$ cat src/rtl/led_pkg.sv
// Shared state encoding, blink-count width and ms-to-cycle helper for the LED scheduler.
package led_pkg;

    localparam int BLINK_CNT_W = 4;

    typedef enum logic [2:0] {
        ST_IDLE,
        ST_ON,
        ST_OFF,
        ST_GAP,
        ST_DONE
    } led_state_t;

    function automatic int ms_to_cycles(input int freq, input int ms);
        return freq / 1000 * ms;
    endfunction

endpackage

$ cat src/rtl/led_rr_arbiter.sv
// Combinational requester arbiter: round-robin from ptr, or lowest-index-wins when
// LED_SCHED_FIXED_PRIO_EN is defined (ptr is then ignored).
module led_rr_arbiter
    import led_pkg::*;
#(
    parameter int NUM_REQ = 4,
    parameter int IDX_W   = $clog2(NUM_REQ)
) (
    input  logic [NUM_REQ-1:0] req,
    input  logic [IDX_W-1:0]   ptr,
    output logic [NUM_REQ-1:0] grant,
    output logic [IDX_W-1:0]   grant_idx
);

    int unsigned j;
    logic        found;

    always_comb begin
        grant     = '0;
        grant_idx = '0;
        found     = 1'b0;
        j         = 0;
        for (int unsigned k = 0; k < NUM_REQ; k++) begin
`ifdef LED_SCHED_FIXED_PRIO_EN
            j = k;
`else
            j = (k + 32'(ptr)) % 32'(NUM_REQ);
`endif
            if (!found && req[j]) begin
                found     = 1'b1;
                grant[j]  = 1'b1;
                grant_idx = IDX_W'(j);
            end
        end
    end

endmodule

$ cat src/rtl/led_blink_sched.sv
// Shares one status LED between NUM_REQ requesters: arbitrate, blink N times, dark gap, done.
// Optional LED_SCHED_FIXED_PRIO_EN (in led_rr_arbiter) selects fixed priority over round-robin.
module led_blink_sched
    import led_pkg::*;
#(
    parameter int clock_freq = 100_000_000,
    parameter int NUM_REQ    = 4,
    parameter int BLINK_MS   = 250,
    parameter int GAP_MS     = 1000
) (
    input  logic                             clock,
    input  logic                             reset,
    input  logic [NUM_REQ-1:0]               req,
    input  logic [BLINK_CNT_W*NUM_REQ-1:0]   blinks,
    output logic                             ack,
    output logic                             done,
    output logic [$clog2(NUM_REQ)-1:0]       grant_id,
    output logic                             busy,
    output logic                             led
);

    localparam int IDX_W   = $clog2(NUM_REQ);
    localparam int ON_CYC  = ms_to_cycles(clock_freq, BLINK_MS);
    localparam int GAP_CYC = ms_to_cycles(clock_freq, GAP_MS);
    localparam int MAX_CYC = (ON_CYC > GAP_CYC) ? ON_CYC : GAP_CYC;
    localparam int CNT_W   = $clog2(MAX_CYC + 1);
    localparam logic [CNT_W-1:0] ON_LAST  = CNT_W'(ON_CYC - 1);
    localparam logic [CNT_W-1:0] GAP_LAST = CNT_W'(GAP_CYC - 1);

    led_state_t               state_q, state_d;
    logic [CNT_W-1:0]         cnt_q, cnt_d;
    logic [BLINK_CNT_W-1:0]   blk_q, blk_d;
    logic [IDX_W-1:0]         ptr_q, ptr_d;
    logic [IDX_W-1:0]         gid_q, gid_d;
    logic                     ack_q, ack_d;

    logic [NUM_REQ-1:0]       arb_grant;
    logic [IDX_W-1:0]         arb_idx;
    logic [BLINK_CNT_W-1:0]   blk_sel;

    led_rr_arbiter #(
        .NUM_REQ (NUM_REQ),
        .IDX_W   (IDX_W)
    ) u_arb (
        .req       (req),
        .ptr       (ptr_q),
        .grant     (arb_grant),
        .grant_idx (arb_idx)
    );

    assign blk_sel = blinks[int'(arb_idx)*BLINK_CNT_W +: BLINK_CNT_W];

    always_ff @(posedge clock or posedge reset) begin
        if (reset) begin
            state_q <= ST_IDLE;
            cnt_q   <= '0;
            blk_q   <= '0;
            ptr_q   <= '0;
            gid_q   <= '0;
            ack_q   <= 1'b0;
        end else begin
            state_q <= state_d;
            cnt_q   <= cnt_d;
            blk_q   <= blk_d;
            ptr_q   <= ptr_d;
            gid_q   <= gid_d;
            ack_q   <= ack_d;
        end
    end

    always_comb begin
        state_d = state_q;
        cnt_d   = cnt_q;
        blk_d   = blk_q;
        ptr_d   = ptr_q;
        gid_d   = gid_q;
        ack_d   = 1'b0;
        unique case (state_q)
            ST_IDLE: begin
                if (|arb_grant) begin
                    ack_d   = 1'b1;
                    gid_d   = arb_idx;
                    ptr_d   = (arb_idx == IDX_W'(NUM_REQ - 1)) ? '0 : arb_idx + 1'b1;
                    blk_d   = blk_sel;
                    cnt_d   = '0;
                    state_d = (blk_sel == '0) ? ST_DONE : ST_ON;
                end
            end
            ST_ON: begin
                if (cnt_q == ON_LAST) begin
                    cnt_d   = '0;
                    state_d = ST_OFF;
                end else begin
                    cnt_d = cnt_q + 1'b1;
                end
            end
            ST_OFF: begin
                if (cnt_q == ON_LAST) begin
                    cnt_d   = '0;
                    blk_d   = blk_q - 1'b1;
                    state_d = (blk_q == BLINK_CNT_W'(1)) ? ST_GAP : ST_ON;
                end else begin
                    cnt_d = cnt_q + 1'b1;
                end
            end
            ST_GAP: begin
                if (cnt_q == GAP_LAST) begin
                    cnt_d   = '0;
                    state_d = ST_DONE;
                end else begin
                    cnt_d = cnt_q + 1'b1;
                end
            end
            // A zero-count grant lands here straight from IDLE; the ack cycle is spent
            // in DONE with done masked, so done still follows ack by one cycle.
            ST_DONE: begin
                if (!ack_q) state_d = ST_IDLE;
            end
            default: state_d = ST_IDLE;
        endcase
    end

    assign ack      = ack_q;
    assign done     = (state_q == ST_DONE) && !ack_q;
    assign busy     = (state_q != ST_IDLE);
    assign led      = (state_q == ST_ON);
    assign grant_id = gid_q;

endmodule
$ cat config.mk
export PLATFORM = sky130hd
export DESIGN_NAME = led_blink_sched
export DESIGN_NICKNAME = d
export VERILOG_FILES = /design/src/rtl/led_pkg.sv /design/src/rtl/led_rr_arbiter.sv /design/src/rtl/led_blink_sched.sv
export SDC_FILE = /design/constraint.sdc
export NUM_CORES = 1
export LEC_CHECK = 0
export BUFFER_PORTS_ARGS = -buffer_cell sky130_fd_sc_hd__buf_2
export CORE_UTILIZATION = 28
export DETAILED_ROUTE_END_ITERATION = 12
export GPL_ROUTABILITY_DRIVEN = 0
export PLACE_DENSITY = 0.48
export SYNTH_ARGS = -nofsm -noshare
export SYNTH_HDL_FRONTEND = slang
export SYNTH_SLANG_ARGS = --single-unit
$ cat constraint.sdc
create_clock -name clock -period 6 [get_ports clock]
set_input_delay 1.5 -clock clock [delete_from_list [all_inputs] [get_ports clock]]
set_output_delay 1.5 -clock clock [all_outputs]
set_load 0.01 [all_outputs]
* Word level (Yosys, flattened, before mapping)
Cells that the tools add are included.
** Word-level totals
- Register bits :: 39
- Bits in latches :: 0
- Bits in writable memories :: 0
- Memory bits (read-only) :: 0
- Input port bits :: 22
- Output and inout bits :: 6
- Memories kept :: 0
** Cells by class
- Add/subtract/negate cells :: 6
- Multiply operators :: 0
- Divide/modulo/power cells :: 0
- $lt $le $gt $ge :: 8
- Equal/unequal tests :: 13
- Shifts and indexed selects :: 1
- Multiplexer cells :: 45
- Bitwise logic cells :: 3
- Reductions and logical operators :: 23
** Operators by type and width (count)
- $mux 27 :: 3
- $pmux 27 s3 :: 1
- $add 27x1->27 const B :: 1
- $eq 27x25->1 const B :: 1
- $eq 27x27->1 const B :: 1
- $mux 4 :: 6
- $mux 3 :: 6
- $shiftx 16x5->4 :: 1
- $pmux 3 s5 :: 1
- $mux 1 :: 13
- $lt 2x3->1 const B :: 4
- $mux 2 :: 6
- $or 4x4->4 :: 3
- $bmux 1 s2 :: 4
- $demux 1 s2 :: 4
- $ge 2x1->1 const B :: 4
- $logic_and 1x1->1 :: 8
- $ne 2x2->1 const B :: 4
- $pmux 4 s2 :: 1
- $eq 3x2->1 const B :: 2
- $reduce_bool 3->1 :: 2
- $reduce_and 5->1 :: 1
- $add 2x2->2 const A :: 2
- $eq 4x1->1 const B :: 1
- 15 further kinds :: 19

* Depth between registers and ports, before layout
Gate-level depths: netlist of the first run.
- Depth in word-level cells :: 17
- Gate-level depth with buffers :: 13
- Depth with buffers taken out :: 10

* By module
Synthesis of the first run repeated with hierarchy kept, for this count alone.
** Unflattened totals
- Cell total of the unflattened synthesis :: 334
- Area total of the unflattened synthesis :: 2884.0 um^2
** By module, submodules not included
- led_blink_sched :: instances 1, cells an instance 269, area each 2394.8 um^2, sequential area each 975.9 um^2
- led_rr_arbiter :: instances 1, cells an instance 65, area each 489.2 um^2, sequential area each 0.0 um^2

* Least setup slack after synthesis of the first run
OpenSTA, ideal clock, no wires.
- Path type :: input to register
- From :: input req[2]
- To :: register state_q[2]
- Arrival :: 3312 ps
- Data required time :: 5935 ps
- Path slack :: 2623 ps
- Stages on the path :: 8
- Cell sequence :: mux4_2 -> nor2b_1 -> buf_2 -> nor3_1 -> a2111oi_2 -> o22ai_1 -> nor4b_2 -> a211o_1
** Between the ends
- Longest elaborated chain between the ends :: 17
- Elaborated cells on any way between the ends :: 36
** RTL lines
- from (decl) :: line led_blink_sched.sv:13 : input logic [NUM_REQ-1:0] req,
- $bmux 1 s2 :: line led_rr_arbiter.sv:29 : if (!found && req[j]) begin
- $mux 1 (implied by the code) :: line led_rr_arbiter.sv:29
- $mux 1 :: line led_rr_arbiter.sv:29
- $logic_not 1->1 :: line led_rr_arbiter.sv:29
- $logic_and 1x1->1 :: line led_rr_arbiter.sv:29
- $mux 1 :: line led_rr_arbiter.sv:29
- $logic_not 1->1 :: line led_rr_arbiter.sv:29
- $logic_and 1x1->1 :: line led_rr_arbiter.sv:29
- $mux 1 :: line led_rr_arbiter.sv:29
- $logic_not 1->1 :: line led_rr_arbiter.sv:29
- $logic_and 1x1->1 :: line led_rr_arbiter.sv:29
- $mux 2 :: line led_rr_arbiter.sv:29
- $shiftx 16x5->4 :: line led_blink_sched.sv:51 : assign blk_sel = blinks[int'(arb_idx)*BLINK_CNT_W +: BLINK_CNT_W];
- $logic_not 4->1 :: line led_blink_sched.sv:86 : state_d = (blk_sel == '0) ? ST_DONE : ST_ON;
- $mux 3 :: line led_blink_sched.sv:86
- $mux 3 :: line led_blink_sched.sv:80 : if (|arb_grant) begin
- $pmux 3 s5 :: line led_blink_sched.sv:78 : unique case (state_q)
- to (signal assigned) :: line led_blink_sched.sv:62 : state_q <= state_d;
- to (decl) :: line led_blink_sched.sv:30 : led_state_t state_q, state_d;
Parallel ways exist; a longest one is shown, timed or not. The select of a mux whose other input is x is not followed.
A chain may end at the register's enable or synchronous reset.

* Final worst setup path of the first run
- From :: register ptr_q[0]
- To :: register cnt_q[24]
** Between the ends
- Longest elaborated chain between the ends :: 15
- Elaborated cells on any way between the ends :: 50
** RTL lines
- from (decl) :: line led_blink_sched.sv:33 : logic [IDX_W-1:0] ptr_q, ptr_d;
- from (signal assigned) :: line led_blink_sched.sv:65 : ptr_q <= ptr_d;
- branches (longest 11 deep; another with $lt 2x3->1)
- $mux 4 * :: line led_rr_arbiter.sv:29
- $reduce_or 4->1 * :: line led_blink_sched.sv:80
- $ne 2x2->1 (no source line) *
- $reduce_and 2->1 (no source line) *
- to (signal assigned) :: line led_blink_sched.sv:63 : cnt_q <= cnt_d;
- to (decl) :: line led_blink_sched.sv:31 : logic [CNT_W-1:0] cnt_q, cnt_d;
Every way passes the cells marked *. The select of a mux whose other input is x is not followed.

==> results of run 1 <==
registers in the layout, summed over array words and instances (netlist names):
register	count
cnt_q	27
blk_q	4
state_q	3
grant_id	2
ptr_q	2
ack	1
worst max-delay path: stages, from the launching register on:
cell	delay (ps)
dfrtp_1	330
buf_4	320
inv_1	230
ha_1	420
mux4_2	600
nor2b_1	550
o21ai_2	160
a31o_2	430
nor2_1	640
nor2_1	130
synth_stat cells (all sizes together), types with 2 or more instances:
cell and number:
nor2 27, buf 8, nor3b 3, nand4 9
and4b 3, nor4 10, clkbuf 7, nor3 16
o211ai 3, nand2 37, a21oi 17, o22ai 4
xnor2 8, a22o 2, and2 2, inv 15
nor4b 2, mux4 4, o41ai 2, or2 2
xor2 5, dfrtp 39, ha 10, nor2b 2
o21ai 22, and3 6, mux2 3, mux2i 7
a2111oi 5, o31ai 4, a31oi 4, nand3 15
a311oi 2, or3 8
cell type report:
cell class                 instances  area (um2)  share of cell area [%]
multi-input combinational        259        1730                    54.5
sequential                        39         976                    30.8
tap                              133         166                    5.24
timing repair buffer              30         158                    4.97
clock buffer                       6        82.6                    2.60
inverter                          15        56.3                    1.77
clock inverter                     1        5.00                   0.158
logic make-up (layout without fill, tap and decap cells):
| logic type | count (synthesis) | after routing | synth area share (%) |
|---|---|---|---|
| compound gates | 74 | 74 | 17.9 |
| fa+ha+maj | 10 | 10 | 4.40 |
| simple gates | 148 | 148 | 27.4 |
| mux | 14 | 14 | 7.09 |
| buf+inv | 30 | 52 | 4.80 |
| xor+xnor | 13 | 13 | 4.01 |
| flops | 39 | 39 | 34.3 |
how the worst max path moves through the flow:
stage	to	slack (ps)	cells past startpoint
finish	cnt_q[24]	2030	9
floorplan	state_q[2]	2620	8
CTS	cnt_q[24]	1950	9
global route	cnt_q[18]	1620	9
detailed placement	cnt_q[24]	1680	7
global placement	cnt_q[14]	1740	7
where the power goes:
group,switching (mW),total (mW),internal (mW)
registers,0.0634,0.377,0.314
clock network,0.0913,0.182,0.0903
logic,0.538,0.857,0.319
total,0.693,1.42,0.722
stage by stage:
stage / std cells / total power, mW / hold slack, ps
6_report: 483 / 1.42 / 529
5_1_grt: 483 / 1.56 / 565
4_1_cts: 483 / 1.44 / 539
3_5_place_dp: 476 / 1.25 / 521
3_3_place_gp: 476 / 1.24 / 517
2_1_floorplan: 328 / 1.06 / 486
placed cells by master, fill, tap and decap left out, types with 3 or more instances in the layout:
master	count
xor2_1	5
nor3_1	16
or3_1	8
mux2i_1	7
inv_1	14
o22ai_1	4
mux4_2	3
dfrtp_1	39
a2111oi_0	4
o211ai_1	3
nor3b_1	3
o21ai_0	19
buf_4	3
nor4_1	10
and3_1	6
clkbuf_8	6
o31ai_1	3
nor2_1	27
buf_2	27
nand2_1	36
xnor2_1	8
nand4_1	9
nand3_1	15
ha_1	10
and4b_1	3
a21oi_1	16
a31oi_1	4
layer usage:
layer  part of all wire [%]  vias to the layer above  routed length [um]  track usage, %
li1                       -                     1265                   -               -
met1                     51                     1212                3550            20.1
met2                     46                       29                3220            24.1
met3                    3.0                        4                 210            3.19
met4                   0.63                        0                  44            2.28
met5                      0                        -                   0               0
==> flow_summary_export.csv, run 1 <==
group,metric,value,unit
outcome,status,"complete, no violations",
floorplan,die_w,103,um
routing,drc,0,
job,max_cap_violations,0,
setup_path,cp-start-kind,"register",
grt,grt_pass1_vias,2508,
hold_path,holdCritStartpoint,"grant_id[1]",
final_layout,final_area,3170,um2
power_and_ir_drop,total_leakage_power,1.30,nW
sta,min_period,3970,ps
setup_path,cp.required,6140,ps
setup_path,cp_max_fo,31,
sta,setup_ws,2030,ps
yosys,async_reset_ff_share,100,%
sta,worst_pin_slew,799,ps
placed_design,portBuffers,27,
sta,final.period_utilization,66.2,%
routing,dr_total_vias,2510,
final_layout,num_antenna_cells,0,
yosys,ys_seq_elements,39,
clock_network,clkTransAtPathRegs,80,ps
yosys,yosysTopAreaCell,"dfrtp_1",
sta,relSlewSlack,45.2,%
final_layout,synthToLayoutAreaGrowth,11.7,%
clock_network,cts_tree,"built",
floorplan,die-area,10600,um2
final_layout,nFillCells,1067,
hold_path,min_path_type,"register to register",
setup_path,arrival,4110,ps
routing,post_drt_wl_per_cell,14.5,um
setup_path,path_class,"register to register",
setup_path,r2r_end,"cnt_q[24]",
yosys,synth_cell_type_count,65,
clock_network,numCtsBuffers,5,
setup_path,reg2reg_depth,9,
yosys,synth.area.top_cells,"dfrtp_1 34%, nand2_1 4.8%, ha_1 4.4%, nor2_1 3.6%, o21ai_0 3.3%",
routing,detail_route.vias_per_cell,5.20,
sta,fin_setup_tns,0,ps
placed_design,hpwl,5140,um
routing,routed_wirelength,7030,um
routing,drt_iter0_drc,137,
sta,finalSetupViolCount,0,
clock_network,cts_hold_buf,0,
floorplan,core_area,9820,um2
placed_design,pre_cts_ws,1680,ps
yosys,syn_inst,328,
final_layout,nets,382,
setup_path,r2r_start,"ptr_q[0]",
routing,first_pass_iters,4,
grt,antenna_found_initial,0,
grt,grt_usage,14.6,%
sta,hold_viol,0,
power_and_ir_drop,power.density,446,nW/um2
yosys,synth_warnings,0,
clock_network,cts_resized,0,
final_layout,final_util,32.3,%
sta,drv_slew,0,
hold_path,holdPathStages,1,
grt,grt_max_degree,40,
sta,finClkSkew,6.70,ps
clock_network,post-cts-setup-buffers,0,
yosys,synthesis.nets,360,
sta,max_freq,0.252,GHz
clock_network,cts.sinks,39,
placed_design,place_area,3090,um2
grt,grt_pass1_wl,12200,um
clock_network,clk_latency,290,ps
yosys,synthFlopType,"dfrtp_1",
yosys,synth_edf_count,0,
floorplan,die_h,103,um
sta,grt_setup_unrepaired,"no",
floorplan,start_util,28.9,%
clock_network,cts_buffer_depth,2,
yosys,yosysTopAreaCellShare,34.3,%
yosys,yosysSeqAreaShare,34.3,%
final_layout,layout-drive-gt1-share,16.0,%
floorplan,ios,28,
grt,grt-ovfl-total,0,
hold_path,min_to,"grant_id[1]",
floorplan,rows,36,
power_and_ir_drop,ir_worst_vdd,0.128,mV
setup_path,cp-end-kind,"register",
clock_network,clock-root-buffer,"clkbuf_8",
routing,antenna_left,0,
setup_path,cp-startpoint,"ptr_q[0]",
yosys,syn_area_per_cell,8.66,um2
clock_network,h-tree-depth,2,
yosys,synth_area,2840,um2
setup_path,reg2reg_slack,2030,ps
Power figures use the tool's default switching activity.
==> run 2, diff against run 1 <==
clock period = 3.83 ns   (was 6 ns; I/O delays follow)
==> run 2 against run 1 <==
Net effect: utilization is 0.076 points higher; flip-flop and latch count unchanged; global-route usage down 0.13 points; cell count increased by 0.41%; via count increased by 1.3%; power is 58% higher; count of clock-buffer cells in the layout did not move; clock power grew 43%; critical path type unchanged; largest cell class unchanged; largest power group unchanged.
==> flow_summary_export.csv, run 2 (synthesis results as in run 1) <==
group,metric,value,unit
outcome,status,"complete, no violations",
floorplan,start_util,28.9,%
sta,max_freq,0.300,GHz
final_layout,layout_common_cells,"39 x dfrtp_1, 36 x nand2_1, 27 x nor2_1, 27 x buf_2, 19 x o21ai_0",
job,max_cap_violations,0,
power_and_ir_drop,power.density,705,nW/um2
final_layout,layout-drive-gt1-share,16.2,%
hold_path,min_path_type,"register to register",
floorplan,ios,28,
clock_network,h-tree-depth,2,
sta,hold_viol,0,
setup_path,cp.required,3970,ps
final_layout,final_common_cell,"dfrtp_1",
final_layout,synthToLayoutAreaGrowth,11.9,%
sta,drv_slew,0,
hold_path,holdPathStages,1,
placed_design,portBuffers,27,
sta,relSlewSlack,46.6,%
floorplan,die_w,103,um
final_layout,nFillCells,1075,
grt,grt_usage,14.5,%
clock_network,clkTransAtPathRegs,80,ps
grt,antenna_found_initial,0,
routing,detail_route.vias_per_cell,5.24,
clock_network,post-cts-setup-buffers,0,
sta,final.period_utilization,86.9,%
clock_network,cts_tree,"built",
floorplan,rows,36,
clock_network,cts_resized,0,
floorplan,die-area,10600,um2
grt,grt_pass1_vias,2413,
grt,grt-ovfl-total,0,
setup_path,reg2reg_depth,11,
final_layout,largest_reg_flops,27,
sta,grt_setup_unrepaired,"no",
sta,min_period,3330,ps
clock_network,cts_hold_buf,0,
power_and_ir_drop,total_leakage_power,1.30,nW
routing,post_drt_wl_per_cell,14.7,um
clock_network,cts_buffer_depth,2,
grt,grt_pass1_wl,12000,um
setup_path,cp_max_fo,16,
floorplan,die_h,103,um
setup_path,cp-start-kind,"register",
routing,first_pass_iters,4,
sta,worst_pin_slew,797,ps
final_layout,nets,385,
clock_network,clock-root-buffer,"clkbuf_8",
clock_network,cts.sinks,39,
routing,antenna_left,0,
routing,drc,0,
grt,grt_max_degree,40,
sta,setup_ws,500,ps
sta,finalSetupViolCount,0,
final_layout,largestRegisters,"cnt_q (27), blk_q (4), state_q (3)",
sta,finClkSkew,9.02,ps
final_layout,num_antenna_cells,0,
clock_network,numCtsBuffers,5,
final_layout,top_register,"cnt_q",
clock_network,clk_latency,290,ps
setup_path,arrival,3470,ps
floorplan,core_area,9820,um2
setup_path,cp-end-kind,"register",
placed_design,hpwl,5170,um
routing,routed_wirelength,7120,um
setup_path,path_class,"register to register",
sta,fin_setup_tns,0,ps
power_and_ir_drop,ir_worst_vdd,0.200,mV
routing,dr_total_vias,2542,
placed_design,pre_cts_ws,491,ps
routing,drt_iter0_drc,211,
## run 2: layout make-up
class / instances / area, um2 / area share, %
multi-input cells: 259 / 1730 / 54.4
well taps: 133 / 166 / 5.23
flip-flops and latches: 39 / 976 / 30.7
clock buffers: 6 / 72.6 / 2.28
repair buffers: 33 / 180 / 5.66
inverters: 15 / 56.3 / 1.77
## run 2: power by group
group	total [mW]	leakage [nW]	switching [mW]	internal (mW)
logic	1.39	0.746	0.862	0.529
registers	0.591	0.521	0.0990	0.492
clock network	0.260	0.0371	0.139	0.121
## run 2: routing by layer
metal | vias up | track usage [%] | share of wire, %
met5 | - | 0 | 0
met4 | 0 | 4.23 | 1.1
met3 | 9 | 1.90 | 2.9
met2 | 35 | 22.6 | 45
met1 | 1235 | 21.0 | 51
li1 | 1263 | - | -
## run 2: path summary, 6_finish.rpt
path                       slack, ps     endpoint        start
setup / recovery                 500    cnt_q[26]     ptr_q[1]
hold / removal                   540  grant_id[1]  grant_id[1]
setup reg to reg                 500    cnt_q[26]     ptr_q[1]
hold reg to reg                  540  grant_id[1]  grant_id[1]
max in group asynchronous       2690    cnt_q[26]        reset
min in group asynchronous        780  grant_id[1]        reset
## run 2: critical path, cell delays in order, from the launching register on
cell and delay (ps):
dfrtp_1 520, inv_1 150, ha_1 400, mux4_2 610, nor2b_1 140, buf_4 170
o21ai_2 90, a31o_2 320, buf_4 220, nor4_1 340, xnor2_1 160, nor2_1 50
## run 2: stage by stage
stage          cell area [um2]  hold slack, ps  std cells  total power, mW  utilization, %
6_report                  3180             537        485             2.24            32.4
4_1_cts                   3180             540        485             2.26            32.4
2_1_floorplan             2840             486        328             1.66               -
5_1_grt                   3180             553        485             2.45            32.4
3_5_place_dp              3110             532        479             1.99            31.7
3_3_place_gp              3110             515        479             1.98            31.7
